$ cat src/rtl/multicycle_ctrl_if.sv
// Bus between the multi-cycle sequencer and the rest of the RV32I datapath.
// The controller takes the master side; the datapath and memories take the slave side.
interface multicycle_ctrl_if #(
    parameter int CNT_W = 32
);
    logic [31:0]      instr;
    logic             imem_ready;
    logic             dmem_ready;
    logic             imem_req;
    logic             ir_we;
    logic             dmem_req;
    logic             rw;
    logic [1:0]       whb;
    logic [3:0]       alu_ctrl;
    logic             alu_src;
    logic             mem_to_reg;
    logic             reg_write;
    logic             pc_we;
    logic             illegal;
    logic             timeout;
    logic [CNT_W-1:0] instret;
    logic [2:0]       state;

    modport master (
        input  instr, imem_ready, dmem_ready,
        output imem_req, ir_we, dmem_req, rw, whb, alu_ctrl, alu_src,
               mem_to_reg, reg_write, pc_we, illegal, timeout, instret, state
    );

    modport slave (
        output instr, imem_ready, dmem_ready,
        input  imem_req, ir_we, dmem_req, rw, whb, alu_ctrl, alu_src,
               mem_to_reg, reg_write, pc_we, illegal, timeout, instret, state
    );
endinterface

$ cat src/rtl/multicycle_ctrl.sv
// Multi-cycle sequencer for the minimal RV32I core (R-type, I-arithmetic, load, store).
// Steps FETCH -> DECODE -> EXEC -> (MEM) -> WB, waits on memory handshakes with a
// bounded wait counter, traps illegal instructions and memory timeouts, counts retirements.
module multicycle_ctrl #(
    parameter int MEM_TIMEOUT = 16,
    parameter int CNT_W       = 32
) (
    input  logic              clk,
    input  logic              rst_n,
    multicycle_ctrl_if.master bus
);
    typedef enum logic [2:0] {
        S_FETCH  = 3'd0,
        S_DECODE = 3'd1,
        S_EXEC   = 3'd2,
        S_MEM    = 3'd3,
        S_WB     = 3'd4,
        S_TRAP   = 3'd7
    } state_t;

    localparam logic [8:0] LP_LIMIT = 9'(MEM_TIMEOUT);

    state_t           r_state;
    state_t           w_nextState;
    logic [3:0]       r_aluCtrl;
    logic             r_aluSrc;
    logic             r_rw;
    logic [1:0]       r_whb;
    logic             r_memToReg;
    logic             r_isLoad;
    logic             r_isStore;
    logic             r_illegal;
    logic             r_timeout;
    logic [7:0]       r_waitCnt;
    logic [CNT_W-1:0] r_instret;

    logic [6:0]       w_opcode;
    logic [2:0]       w_funct3;
    logic [6:0]       w_funct7;
    logic             w_legal;
    logic [3:0]       w_decAluCtrl;
    logic             w_decAluSrc;
    logic             w_decRw;
    logic [1:0]       w_decWhb;
    logic             w_decLoad;
    logic             w_decStore;
    logic [8:0]       w_waitNext;
    logic             w_imemReq;
    logic             w_irWe;
    logic             w_dmemReq;
    logic             w_pcWe;
    logic             w_regWrite;
    logic             w_setIllegal;
    logic             w_setTimeout;
    logic             w_ctrlValid;
    logic             w_unused;

    assign w_opcode   = bus.instr[6:0];
    assign w_funct3   = bus.instr[14:12];
    assign w_funct7   = bus.instr[31:25];
    assign w_unused   = ^{bus.instr[24:15], bus.instr[11:7]};
    assign w_waitNext = {1'b0, r_waitCnt} + 9'd1;

    // Decode the instruction word into the datapath control encodings; unknown words stay illegal.
    always_comb begin
        w_legal      = 1'b0;
        w_decAluCtrl = 4'b0000;
        w_decAluSrc  = 1'b0;
        w_decRw      = 1'b0;
        w_decWhb     = 2'b10;
        w_decLoad    = 1'b0;
        w_decStore   = 1'b0;
        case (w_opcode)
            7'b0110011: begin
                if (w_funct7 == 7'b0000000) begin
                    w_legal = 1'b1;
                    case (w_funct3)
                        3'b000:  w_decAluCtrl = 4'b0000;
                        3'b001:  w_decAluCtrl = 4'b1010;
                        3'b100:  w_decAluCtrl = 4'b1000;
                        3'b101:  w_decAluCtrl = 4'b1001;
                        3'b110:  w_decAluCtrl = 4'b0100;
                        3'b111:  w_decAluCtrl = 4'b0010;
                        default: w_legal = 1'b0;
                    endcase
                end else if (w_funct7 == 7'b0100000 && w_funct3 == 3'b000) begin
                    w_legal      = 1'b1;
                    w_decAluCtrl = 4'b0001;
                end
            end
            7'b0010011: begin
                w_decAluSrc = 1'b1;
                case (w_funct3)
                    3'b000: begin w_legal = 1'b1; w_decAluCtrl = 4'b0000; end
                    3'b100: begin w_legal = 1'b1; w_decAluCtrl = 4'b1000; end
                    3'b110: begin w_legal = 1'b1; w_decAluCtrl = 4'b0100; end
                    3'b111: begin w_legal = 1'b1; w_decAluCtrl = 4'b0010; end
                    3'b001: begin w_legal = (w_funct7 == 7'b0000000); w_decAluCtrl = 4'b1010; end
                    3'b101: begin w_legal = (w_funct7 == 7'b0000000); w_decAluCtrl = 4'b1001; end
                    default: w_legal = 1'b0;
                endcase
            end
            7'b0000011, 7'b0100011: begin
                w_decAluSrc = 1'b1;
                w_decLoad   = (w_opcode == 7'b0000011);
                w_decStore  = (w_opcode == 7'b0100011);
                w_decRw     = w_decLoad;
                case (w_funct3)
                    3'b000:  begin w_legal = 1'b1; w_decWhb = 2'b00; end
                    3'b001:  begin w_legal = 1'b1; w_decWhb = 2'b01; end
                    3'b010:  begin w_legal = 1'b1; w_decWhb = 2'b10; end
                    default: w_legal = 1'b0;
                endcase
            end
            default: w_legal = 1'b0;
        endcase
    end

    // Next-state and strobe logic; memory waits give up once the wait counter would reach the limit.
    always_comb begin
        w_nextState  = r_state;
        w_imemReq    = 1'b0;
        w_irWe       = 1'b0;
        w_dmemReq    = 1'b0;
        w_pcWe       = 1'b0;
        w_regWrite   = 1'b0;
        w_setIllegal = 1'b0;
        w_setTimeout = 1'b0;
        case (r_state)
            S_FETCH: begin
                w_imemReq = 1'b1;
                if (bus.imem_ready) begin
                    w_irWe      = 1'b1;
                    w_nextState = S_DECODE;
                end else if (w_waitNext >= LP_LIMIT) begin
                    w_setTimeout = 1'b1;
                    w_nextState  = S_TRAP;
                end
            end
            S_DECODE: begin
                if (w_legal) begin
                    w_nextState = S_EXEC;
                end else begin
                    w_setIllegal = 1'b1;
                    w_nextState  = S_TRAP;
                end
            end
            S_EXEC: begin
                w_nextState = (r_isLoad || r_isStore) ? S_MEM : S_WB;
            end
            S_MEM: begin
                w_dmemReq = 1'b1;
                if (bus.dmem_ready) begin
                    if (r_isStore) begin
                        w_pcWe      = 1'b1;
                        w_nextState = S_FETCH;
                    end else begin
                        w_nextState = S_WB;
                    end
                end else if (w_waitNext >= LP_LIMIT) begin
                    w_setTimeout = 1'b1;
                    w_nextState  = S_TRAP;
                end
            end
            S_WB: begin
                w_regWrite  = 1'b1;
                w_pcWe      = 1'b1;
                w_nextState = S_FETCH;
            end
            S_TRAP:  w_nextState = S_TRAP;
            default: w_nextState = S_TRAP;
        endcase
    end

    // State register.
    always_ff @(posedge clk or negedge rst_n) begin
        if (!rst_n) r_state <= S_FETCH;
        else        r_state <= w_nextState;
    end

    // Wait counter restarts on entry to FETCH or MEM and counts cycles without ready.
    always_ff @(posedge clk or negedge rst_n) begin
        if (!rst_n) begin
            r_waitCnt <= '0;
        end else if ((w_nextState == S_FETCH || w_nextState == S_MEM) && w_nextState != r_state) begin
            r_waitCnt <= '0;
        end else if ((r_state == S_FETCH && !bus.imem_ready) || (r_state == S_MEM && !bus.dmem_ready)) begin
            r_waitCnt <= w_waitNext[7:0];
        end
    end

    // Capture decoded controls once in DECODE so they stay stable until the instruction retires.
    always_ff @(posedge clk or negedge rst_n) begin
        if (!rst_n) begin
            r_aluCtrl  <= 4'b0000;
            r_aluSrc   <= 1'b0;
            r_rw       <= 1'b0;
            r_whb      <= 2'b10;
            r_memToReg <= 1'b0;
            r_isLoad   <= 1'b0;
            r_isStore  <= 1'b0;
        end else if (r_state == S_DECODE && w_legal) begin
            r_aluCtrl  <= w_decAluCtrl;
            r_aluSrc   <= w_decAluSrc;
            r_rw       <= w_decRw;
            r_whb      <= w_decWhb;
            r_memToReg <= w_decLoad;
            r_isLoad   <= w_decLoad;
            r_isStore  <= w_decStore;
        end
    end

    // Sticky trap causes and the retired-instruction counter (wraps naturally).
    always_ff @(posedge clk or negedge rst_n) begin
        if (!rst_n) begin
            r_illegal <= 1'b0;
            r_timeout <= 1'b0;
            r_instret <= '0;
        end else begin
            if (w_setIllegal) r_illegal <= 1'b1;
            if (w_setTimeout) r_timeout <= 1'b1;
            if (w_pcWe)       r_instret <= r_instret + CNT_W'(1);
        end
    end

    // Latched controls are only shown while an instruction is past DECODE; elsewhere they read as idle.
    assign w_ctrlValid    = (r_state == S_EXEC) || (r_state == S_MEM) || (r_state == S_WB);

    assign bus.imem_req   = w_imemReq & rst_n;
    assign bus.ir_we      = w_irWe & rst_n;
    assign bus.dmem_req   = w_dmemReq;
    assign bus.pc_we      = w_pcWe;
    assign bus.reg_write  = w_regWrite;
    assign bus.rw         = w_ctrlValid ? r_rw       : 1'b0;
    assign bus.whb        = w_ctrlValid ? r_whb      : 2'b10;
    assign bus.alu_ctrl   = w_ctrlValid ? r_aluCtrl  : 4'b0000;
    assign bus.alu_src    = w_ctrlValid ? r_aluSrc   : 1'b0;
    assign bus.mem_to_reg = w_ctrlValid ? r_memToReg : 1'b0;
    assign bus.illegal    = r_illegal;
    assign bus.timeout    = r_timeout;
    assign bus.instret    = r_instret;
    assign bus.state      = r_state;
endmodule

$ cat src/flat_wrapper.sv
// flat-port wrapper written by rule: the top's interface ports become plain ports
module multicycle_ctrl_flat 
#(
    parameter int MEM_TIMEOUT = 16,
    parameter int CNT_W       = 32
)
  (clk, rst_n, bus_instr, bus_imem_ready, bus_dmem_ready, bus_imem_req, bus_ir_we, bus_dmem_req, bus_rw, bus_whb, bus_alu_ctrl, bus_alu_src, bus_mem_to_reg, bus_reg_write, bus_pc_we, bus_illegal, bus_timeout, bus_instret, bus_state);
  multicycle_ctrl_if #(.CNT_W(CNT_W)) bus_i ();
  input  logic clk;
  input  logic rst_n;
  input wire logic [$bits(bus_i.instr)-1:0] bus_instr;
  input wire logic [$bits(bus_i.imem_ready)-1:0] bus_imem_ready;
  input wire logic [$bits(bus_i.dmem_ready)-1:0] bus_dmem_ready;
  output wire logic [$bits(bus_i.imem_req)-1:0] bus_imem_req;
  output wire logic [$bits(bus_i.ir_we)-1:0] bus_ir_we;
  output wire logic [$bits(bus_i.dmem_req)-1:0] bus_dmem_req;
  output wire logic [$bits(bus_i.rw)-1:0] bus_rw;
  output wire logic [$bits(bus_i.whb)-1:0] bus_whb;
  output wire logic [$bits(bus_i.alu_ctrl)-1:0] bus_alu_ctrl;
  output wire logic [$bits(bus_i.alu_src)-1:0] bus_alu_src;
  output wire logic [$bits(bus_i.mem_to_reg)-1:0] bus_mem_to_reg;
  output wire logic [$bits(bus_i.reg_write)-1:0] bus_reg_write;
  output wire logic [$bits(bus_i.pc_we)-1:0] bus_pc_we;
  output wire logic [$bits(bus_i.illegal)-1:0] bus_illegal;
  output wire logic [$bits(bus_i.timeout)-1:0] bus_timeout;
  output wire logic [$bits(bus_i.instret)-1:0] bus_instret;
  output wire logic [$bits(bus_i.state)-1:0] bus_state;
  assign bus_i.instr = bus_instr;
  assign bus_i.imem_ready = bus_imem_ready;
  assign bus_i.dmem_ready = bus_dmem_ready;
  assign bus_imem_req = bus_i.imem_req;
  assign bus_ir_we = bus_i.ir_we;
  assign bus_dmem_req = bus_i.dmem_req;
  assign bus_rw = bus_i.rw;
  assign bus_whb = bus_i.whb;
  assign bus_alu_ctrl = bus_i.alu_ctrl;
  assign bus_alu_src = bus_i.alu_src;
  assign bus_mem_to_reg = bus_i.mem_to_reg;
  assign bus_reg_write = bus_i.reg_write;
  assign bus_pc_we = bus_i.pc_we;
  assign bus_illegal = bus_i.illegal;
  assign bus_timeout = bus_i.timeout;
  assign bus_instret = bus_i.instret;
  assign bus_state = bus_i.state;
  multicycle_ctrl #(.MEM_TIMEOUT(MEM_TIMEOUT), .CNT_W(CNT_W)) u_core (.clk(clk), .rst_n(rst_n), .bus(bus_i));
endmodule
$ cat config.mk
export PLATFORM = sky130hd
export DESIGN_NAME = multicycle_ctrl_flat
export DESIGN_NICKNAME = d
export VERILOG_FILES = /design/src/rtl/multicycle_ctrl_if.sv /design/src/rtl/multicycle_ctrl.sv /design/src/flat_wrapper.sv
export SDC_FILE = /design/constraint.sdc
export NUM_CORES = 1
export LEC_CHECK = 0
export ABC_CLOCK_PERIOD_IN_PS = 1990
export CORE_AREA = 2 2 64 111
export CTS_CLUSTER_DIAMETER = 50
export DETAILED_ROUTE_END_ITERATION = 10
export DIE_AREA = 0 0 66 113
export PLACE_DENSITY = 0.78
export REMOVE_ABC_BUFFERS = 1
export SETUP_SLACK_MARGIN = 0.15
export SYNTH_ARGS = -nofsm -noshare
export SYNTH_HDL_FRONTEND = slang
export SYNTH_SLANG_ARGS = --single-unit
$ cat constraint.sdc
create_clock -name clk -period 1.99 [get_ports clk]
set_clock_uncertainty 0.15 [all_clocks]
set_input_delay 0.398 -clock clk [delete_from_list [all_inputs] [get_ports clk]]
set_output_delay 0.398 -clock clk [all_outputs]
set_load 0.02 [all_outputs]
==> results of run 1 <==
-- power breakdown --
part	internal [mW]	leakage (nW)	switching (mW)
registers	1.10	0.708	0.00206
clock network	0.507	0.0735	0.431
logic	0.0553	1.55	0.0725
-- worst register-to-register path, delay by kind of cell (launching register included) --
kind	cells	cell delay, ns
flip-flops	1	0.45
XOR/XNOR	1	0.13
AND/OR/NAND/NOR	3	0.71
AO/OA/AOI/OAI	1	0.05
buffers and inverters	3	0.41
-- routing by layer --
metal,GRT usage [%],routed length (um)
met1,23.7,3060
met2,41.8,5040
met3,2.78,237
met4,11.3,329
met5,0,0
-- registers in the layout, summed over array words and instances, names as in the netlist --
name                flops
u_core.bus.illegal      1
u_core.r_whb            2
u_core.bus.instret     32
u_core.r_aluSrc         1
u_core.r_isStore        1
u_core.r_aluCtrl        4
u_core.bus.state        3
u_core.r_waitCnt        8
u_core.bus.timeout      1
u_core.r_rw             1
-- synthesized netlist by cell type, types with 3 or more instances --
master | number | share of area, %
or3_1 | 5 | 1.0
and2_1 | 3 | 0.62
nor4_2 | 4 | 1.7
nor2b_1 | 9 | 1.9
nor2_1 | 23 | 2.9
nand3_1 | 15 | 2.5
xnor2_1 | 20 | 5.8
nand2b_1 | 3 | 0.62
nand2_1 | 22 | 2.7
nand4_1 | 10 | 2.1
nor3_1 | 13 | 2.1
and3_1 | 5 | 1.0
o21ai_0 | 6 | 0.99
dfrtp_1 | 53 | 44
mux2_4 | 9 | 4.5
inv_1 | 8 | 0.99
nor3b_1 | 3 | 0.74
xor2_1 | 18 | 5.2
ha_1 | 3 | 1.2
-- worst max-delay path by stage --
stage / slack (ns) / end / depth (start not counted)
finish: -0.12 / bus_alu_ctrl[3] / 6
global route: -0.17 / bus_whb[0] / 6
CTS: -0.11 / bus_alu_ctrl[3] / 6
detailed placement: -0.68 / u_core.r_aluCtrl[3] / 7
global placement: -0.62 / u_core.r_aluCtrl[2] / 7
floorplan: -0.35 / bus_mem_to_reg / 3
-- final cells by class --
cell class	count	area, um2	area share (%)
clock buffer	6	139	2.93
timing repair buffer	144	1270	26.9
tap	82	103	2.17
sequential	54	1360	28.7
clock inverter	2	16.3	0.344
multi-input combinational	209	1810	38.3
inverter	9	33.8	0.714
-- logic make-up (layout without fill, tap and decap cells) --
logic type | after synthesis | after routing | synth area share, %
xor+xnor | 38 | 38 | 11.0
fa+ha+maj | 3 | 3 | 1.24
flops | 54 | 54 | 44.7
compound gates | 18 | 18 | 5.58
mux | 11 | 11 | 5.17
buf+inv | 16 | 161 | 3.22
simple gates | 139 | 139 | 29.1
-- metrics by stage --
stage	TNS, ns	hold slack [ns]
after global placement	-18.77	0.308
after CTS	-0.698	0.210
after global routing	-2.88	0.238
final	-1.48	0.178
after floorplan	-7.88	-0.0476
after detailed placement	-20.89	0.306
-- what timing repair did --
item,in CTS,in global routing
cloned,1,0
pin swaps,32,17
gates resized for setup,188,29
endpoints found under the setup margin,92,70
buffers inserted,16,12
==> results by group, run 1 <==
STA
  • Worst Tran Pin Value: 0.702 ns
  • Final Worst Setup Slack: -0.122 ns
  • Slew headroom: 53.2%
  • Final setup fails: 21
  • Post-layout min period: 2.11 ns
  • Unrepaired setup endpoints after global routing: yes
  • Final Cycle Share: 106%
  • Max Clk Rate: 473 MHz
  • Max-slew violations: 0
  • Hold Vio Cnt, Final: 0

GRT
  • Vias in the first global route: 2833
  • Initial antenna violation count: 0
  • Global Route Usage Sum: 22.4%
  • Largest net degree at the start of global routing: 55
  • First-pass GRT wire length: 13100 um
  • GRT overflow: 0

Yosys
  • Seq/Total Area, Yosys: 44.7%
  • Mapped Area: 3030 um2
  • Ys async rst share: 100%
  • #FFs+latches synth: 54
  • Synth Warn #: 0
  • Syn avg cell area: 10.8 um2
  • Count of flip-flops with a built-in enable after synthesis: 0
  • Unique masters post-synth: 53
  • Main synth FF type: dfrtp_1
  • Mapped Cells: 279

Placed design
  • Cell Area, Placed: 4100 um2
  • IO Port Bufs: 71
  • Placer congestion estimate: 0.792
  • Placed cells: 469
  • Setup WS pre-CTS: -0.682 ns
  • Final HPWL DP: 5280 um

Critical path
  • Crit path DAT: 1.56 ns
  • Worst Path Buf+Inv: 3
  • Worst path most repeated cell: buf_4
  • Worst setup EP type: primary output
  • Critical path data required time: 1.44 ns
  • Worst reg2reg endpoint: u_core.bus.instret[17]
  • Crit path max fanout: 5
  • Worst path slowest cell: dfrtp_2
  • CP Launch Type: register
  • Reg2Reg Setup Slack: -0.01 ns
  • Crit-path cells: nor3b_4 -> nor2_1 -> buf_4 -> buf_6 -> nor2b_1 -> buf_4
  • Start of the worst register-to-register path: u_core.bus.state[1]
  • Crit path max-delay family: flip-flops
  • WS Path Type: reg -> out
  • Worst r2r path cells: 8
  • Crit-path max cell delay: 0.45 ns
  • Worst setup path startpoint: u_core.bus.state[1]

Routing
  • Initial DRC count: 142
  • Via count: 2706
  • Post-route ant nets: 0
  • Mean number of vias per cell: 5.35
  • Pre-antenna DRT Iters: 4
  • Wirelength per Cell: 17.1 um
  • Post-Route WL: 8670 um
  • DRC: 0

Clocking
  • Cts bufs inserted: 5
  • Clk_lat worst skew: 0.30 ns
  • CTS tree: yes
  • Root buffer cell: clkbuf_16
  • H-tree lvl count: 2
  • Hold Buf Count CTS: 0
  • Clock-pin slew on the worst setup and hold paths: 0.08 ns
  • CTS sink count: 54
  • CTS max path bufs: 2

Pwr
  • Max VDD drop: 323 uV
  • Pwr/cell area: 457 nW/um2
  • Leak pwr: 2.34 nW
  • Tot Pwr: 2.17 mW

Finish
  • Antenna cells: 0
  • Non-Filler Instances: 506
  • Design area: 4730 um2
  • Fin nets: 462
  • Share of layout cells above drive strength 1: 41.3%
  • Layout area overhead: 56.4%
  • Filler cells: 474
  • Post-layout util: 72.4%
  • Most common library cell in the layout ignoring fill and taps: buf_4
  • Commonest cells after routing, fill and taps aside: 66 x buf_4, 49 x dfrtp_1, 41 x dlygate4sd2_1, 22 x buf_6, 20 x nand2_1

Floorplan
  • Die area: 7460 um2
  • Die width: 66 um
  • Die Ht: 113 um
  • Io pins: 87
  • Initial Utilization: 46.3%
  • Number of cell rows: 39
  • Area of the core: 6540 um2

Job
  • Max Cap Violations: 0

Status
  • Failing checks: setup timing
  • Status: finished with violations

Min path
  • HP Class: in -> async
(Power assumes the default switching activity.)
==> run 2: changes to the inputs <==
Settings changed: SKIP_LAST_GASP set to 1.
==> run 2 against run 1 <==
Against the previous run:
- the flow still finishes with violations (setup timing)
- highest routed layer unchanged
- hold slack lost 0.014 ns
- clock power shrank 2.5%
- first-iteration DRC count grew 6.3%
- die area is the same
- combinational power is essentially flat
- critical path depth is the same
- worst setup slack gained 0.014 ns
- total power shrank 1.1%
- via count grew 0.11%
==> results by group, run 2 (same netlist as run 1, synthesis figures left out) <==
Status
  • Status: finished with violations
  • Failing checks: setup timing

Critical path
  • Crit-path cells: nor3b_4 -> nor2_1 -> buf_4 -> buf_6 -> nor2b_1 -> buf_4
  • Critical path data required time: 1.44 ns
  • WS Path Type: reg -> out
  • Crit-path max cell delay: 0.45 ns
  • Worst path most repeated cell: buf_4
  • Worst setup EP type: primary output
  • CP Launch Type: register
  • Worst path slowest cell: dfrtp_2
  • Crit path max fanout: 5
  • Crit path DAT: 1.55 ns

Job
  • Max Cap Violations: 0

Placed design
  • IO Port Bufs: 71
  • Cell Area, Placed: 4100 um2
  • Placed cells: 469
  • Placer congestion estimate: 0.792
  • Final HPWL DP: 5280 um

Floorplan
  • Number of cell rows: 39
  • Die area: 7460 um2
  • Die Ht: 113 um
  • Initial Utilization: 46.3%
  • Die width: 66 um
  • Io pins: 87
  • Area of the core: 6540 um2

Finish
  • Fin nets: 465
  • Post-layout util: 72.0%
  • Non-Filler Instances: 509
  • Antenna cells: 0
  • Design area: 4710 um2
  • Most common library cell in the layout ignoring fill and taps: buf_4
  • Max reg flops: 32
  • Layout area overhead: 55.6%
  • Commonest cells after routing, fill and taps aside: 70 x buf_4, 49 x dfrtp_1, 41 x dlygate4sd2_1, 21 x buf_6, 20 x nand2_1
  • Filler cells: 483
  • Share of layout cells above drive strength 1: 40.7%

STA
  • Post-layout min period: 2.10 ns
  • Sum Neg Setup Slack: -1.37 ns
  • Final setup fails: 19
  • Min Hold Slack: 0.165 ns
  • Worst Tran Pin Value: 0.695 ns
  • Final Cycle Share: 105%
  • Slew headroom: 53.7%
  • Max Clk Rate: 477 MHz
  • Hold Vio Cnt, Final: 0
  • Unrepaired setup endpoints after global routing: yes
  • Final Worst Setup Slack: -0.108 ns
  • Max-slew violations: 0

Clocking
  • CTS sink count: 54
  • Root buffer cell: clkbuf_16
  • H-tree lvl count: 2
  • Clk_lat worst skew: 0.29 ns
  • Hold Buf Count CTS: 0
  • CTS max path bufs: 2
  • CTS tree: yes
  • Cts bufs inserted: 5
  • Clock-pin slew on the worst setup and hold paths: 0.07 ns

GRT
  • First-pass GRT wire length: 13100 um
  • GRT overflow: 0
  • Largest net degree at the start of global routing: 55
  • Vias in the first global route: 2835
  • Initial antenna violation count: 0
  • Global Route Usage Sum: 22.3%

Routing
  • Mean number of vias per cell: 5.32
  • Pre-antenna DRT Iters: 4
  • Wirelength per Cell: 16.4 um
  • Initial DRC count: 151
  • Post-Route WL: 8370 um
  • DRC: 0
  • Via count: 2709
  • Post-route ant nets: 0

Min path
  • HP Class: in -> async

Pwr
  • Pwr/cell area: 455 nW/um2
  • Max VDD drop: 315 uV
  • Leak pwr: 2.35 nW
[run 2: worst paths after layout]
check	startpoint	endpoint	slack [ns]	cells after the start
max	u_core.bus.state[1]	bus_alu_ctrl[3]	-0.11	6
min	rst_n	u_core.bus.instret[16]	0.16	2
max reg2reg	u_core.bus.state[1]	u_core.bus.instret[27]	0.01	9
min reg2reg	u_core.bus.instret[31]	u_core.bus.instret[31]	0.31	1
max in group asynchronous	rst_n	u_core.bus.state[1]	1.01	2
min in group clk	u_core.bus.instret[31]	u_core.bus.instret[31]	0.31	1
[run 2: what timing repair did]
action / in CTS / in global routing
gates resized for setup: 183 / 26
cloned: 1 / 0
pin swaps: 29 / 18
setup endpoints to repair: 92 / 70
buffers inserted: 16 / 15
[run 2: area by class of cell]
type	instances	area [um2]	area share, %
inverter	9	33.8	0.717
clock buffer	6	139	2.95
sequential	54	1360	28.8
timing repair buffer	147	1280	27.1
tap	82	103	2.18
multi-input combinational	209	1780	37.9
clock inverter	2	16.3	0.345
[run 2: per-layer routing]
metal | share of wire [%] | track usage, % | vias to the layer above | wire length, um
met4 | 4.7 | 11.3 | 0 | 392
li1 | - | - | 1258 | -
met3 | 2.4 | 2.78 | 31 | 205
met2 | 58 | 41.8 | 73 | 4820
met5 | 0 | 0 | - | 0
met1 | 35 | 23.6 | 1347 | 2960
[run 2: critical path, delay by kind of cell, from the launching register on]
kind / cells / cell delay, ns
buf+inv: 3 / 0.43
flops: 1 / 0.45
simple gates: 3 / 0.38
[run 2: through the flow]
stage               power (mW)  setup WS, ns
finish                    2.14        -0.108
global route              2.21        -0.165
CTS                       2.16        -0.112
detailed placement        1.24        -0.682
global placement          1.24        -0.622
floorplan                 1.15        -0.350
[run 2: where the power goes]
group / internal (mW) / leakage (nW) / total (mW) / switching (mW)
logic: 0.0552 / 1.57 / 0.126 / 0.0711
registers: 1.10 / 0.708 / 1.10 / 0.00199
clock network: 0.506 / 0.0735 / 0.915 / 0.409
total: 1.66 / 2.35 / 2.14 / 0.482
==> run 3: changes to the inputs <==
Settings changed: ABC_CLOCK_PERIOD_IN_PS 1990 to 2190.
Clock period 1.99 ns to 2.19 ns, I/O delays scaled along.
==> run 3 against run 2 <==
Against the previous run:
- the flow now finishes without violations
- wire length is 12% lower
- worst setup slack better by 0.18 ns
- clock power is 1% higher
- critical path depth stayed put
- sequential power is 9% lower
- core utilization is 4.2 points lower
- final area is 5.9% lower
- global-route usage is 2.0 points lower
- highest routed layer unchanged
==> results by group, run 3 (same netlist as run 1, synthesis figures left out) <==
Clocking
  • CTS tree: yes
  • Cts bufs inserted: 5
  • H-tree lvl count: 2
  • Clock-pin slew on the worst setup and hold paths: 0.07 ns
  • CTS sink count: 54
  • Clk_lat worst skew: 0.29 ns
  • Root buffer cell: clkbuf_16
  • CTS max path bufs: 2

Floorplan
  • Number of cell rows: 39
  • Die width: 66 um
  • Die Ht: 113 um
  • Die area: 7460 um2
  • Initial Utilization: 46.3%
  • Io pins: 87
  • Area of the core: 6540 um2

Min path
  • HP Class: in -> async

Critical path
  • Worst setup endpoint: bus_pc_we
  • Worst r2r path cells: 9
  • Crit path max fanout: 3
  • WS Path Type: reg -> out
  • Critical path data required time: 1.60 ns
  • Start of the worst register-to-register path: u_core.bus.state[2]
  • Worst reg2reg endpoint: u_core.bus.instret[17]
  • Worst setup path startpoint: u_core.bus.state[2]
  • Worst setup EP type: primary output
  • CP Launch Type: register
  • Reg2Reg Setup Slack: 0.12 ns
  • Crit path DAT: 1.53 ns

Finish
  • Non-Filler Instances: 483
  • Antenna cells: 0
  • Share of layout cells above drive strength 1: 33.4%
  • Max reg flops: 32
  • Commonest cells after routing, fill and taps aside: 51 x dfrtp_1, 50 x buf_4, 34 x clkdlybuf4s50_1, 22 x nand2_1, 20 x xnor2_1
  • Most common library cell in the layout ignoring fill and taps: dfrtp_1
  • Post-layout util: 67.8%
  • Layout area overhead: 46.4%
  • Fin nets: 439

GRT
  • Initial antenna violation count: 0
  • Global Route Usage Sum: 20.3%
  • Largest net degree at the start of global routing: 55
  • Vias in the first global route: 2567
  • GRT overflow: 0
  • First-pass GRT wire length: 12000 um

STA
  • Max-slew violations: 0
  • Final setup fails: 0
  • Min Hold Slack: 0.220 ns
  • Post-layout min period: 2.12 ns
  • Unrepaired setup endpoints after global routing: yes
  • Hold Vio Cnt, Final: 0
  • Final Cycle Share: 96.9%
  • Max Clk Rate: 471 MHz
  • Final Worst Setup Slack: 0.0672 ns
  • Slew headroom: 55.2%
  • Worst Tran Pin Value: 0.672 ns

Routing
  • Post-Route WL: 7340 um
  • Via count: 2544
  • Pre-antenna DRT Iters: 4
  • Initial DRC count: 73
  • Wirelength per Cell: 15.2 um
  • Mean number of vias per cell: 5.27
  • Post-route ant nets: 0
  • DRC: 0

Job
  • Max Cap Violations: 0

Placed design
  • Setup WS pre-CTS: -0.519 ns
  • Final HPWL DP: 5150 um
  • IO Port Bufs: 71
  • Placed cells: 460
  • Placer congestion estimate: 0.835

Pwr
  • Pwr/cell area: 459 nW/um2
  • Tot Pwr: 2.03 mW
  • Max VDD drop: 491 uV
  • Leak pwr: 2.06 nW

Status
  • Status: complete, no violations
run 3: changes by cell type in the layout (fill, tap and decap cells not counted), sizes merged:
cell           change
dlygate4sd2       -26
clkdlybuf4s50     +32
clkinvlp           -1
bufinv             +1
clkdlybuf4s15      -1
buf               -27
dlymetal6s2s       -4
run 3: critical path, stage by stage (launching register included):
cell     delay (ns)
dfrtp_1        0.42
nor3b_4        0.17
buf_4          0.13
buf_6          0.11
a41oi_4        0.19
inv_2          0.08
buf_6          0.13
run 3: how the worst min path moves through the flow:
stage	to	depth (start not counted)	slack, ns	from
2_1_floorplan	u_core.bus.illegal	0	-0.008	rst_n
3_3_place_gp	u_core.bus.instret[31]	1	0.31	u_core.bus.instret[31]
3_5_place_dp	u_core.bus.timeout	1	0.31	u_core.bus.timeout
4_1_cts	u_core.bus.instret[19]	2	0.26	rst_n
5_1_grt	u_core.bus.instret[20]	2	0.30	rst_n
6_report	u_core.bus.instret[9]	2	0.22	rst_n
run 3: area by class of cell:
cell class	count	area (um2)
clock buffer	6	139
clock inverter	2	38.8
fill	512	2110
inverter	9	33.8
multi-input combinational	209	1700
sequential	54	1360
tap	82	103
timing repair buffer	121	1060
run 3: what timing repair did:
| action | in CTS | in global routing |
|---|---|---|
| resized for setup | 110 | 30 |
| setup endpoints to repair | 44 | 50 |
| buffers inserted | 9 | 5 |
| hold endpoints to repair | 0 | 0 |
| cloned | 0 | 1 |
| hold buffers | 0 | 0 |
| pin swaps | 11 | 11 |
run 3: through the flow:
stage,TNS [ns],cell area [um2]
final,0,4430
after global routing,0,4430
after detailed placement,-10.91,4030
after floorplan,-1.68,2960
after global placement,-9.30,4030
after CTS,-0.0899,4290
run 3: report_power, final:
part	internal (mW)	switching, mW
clock	0.575	0.352
sequential	0.998	0.00191
combinational	0.0480	0.0587
run 3: layer usage:
metal / vias up / routed length, um / track usage (%)
li1: 1214 / - / -
met1: 1257 / 2730 / 23.1
met2: 61 / 4240 / 38.3
met3: 12 / 207 / 2.09
met4: 0 / 162 / 7.07
met5: - / 0 / 0
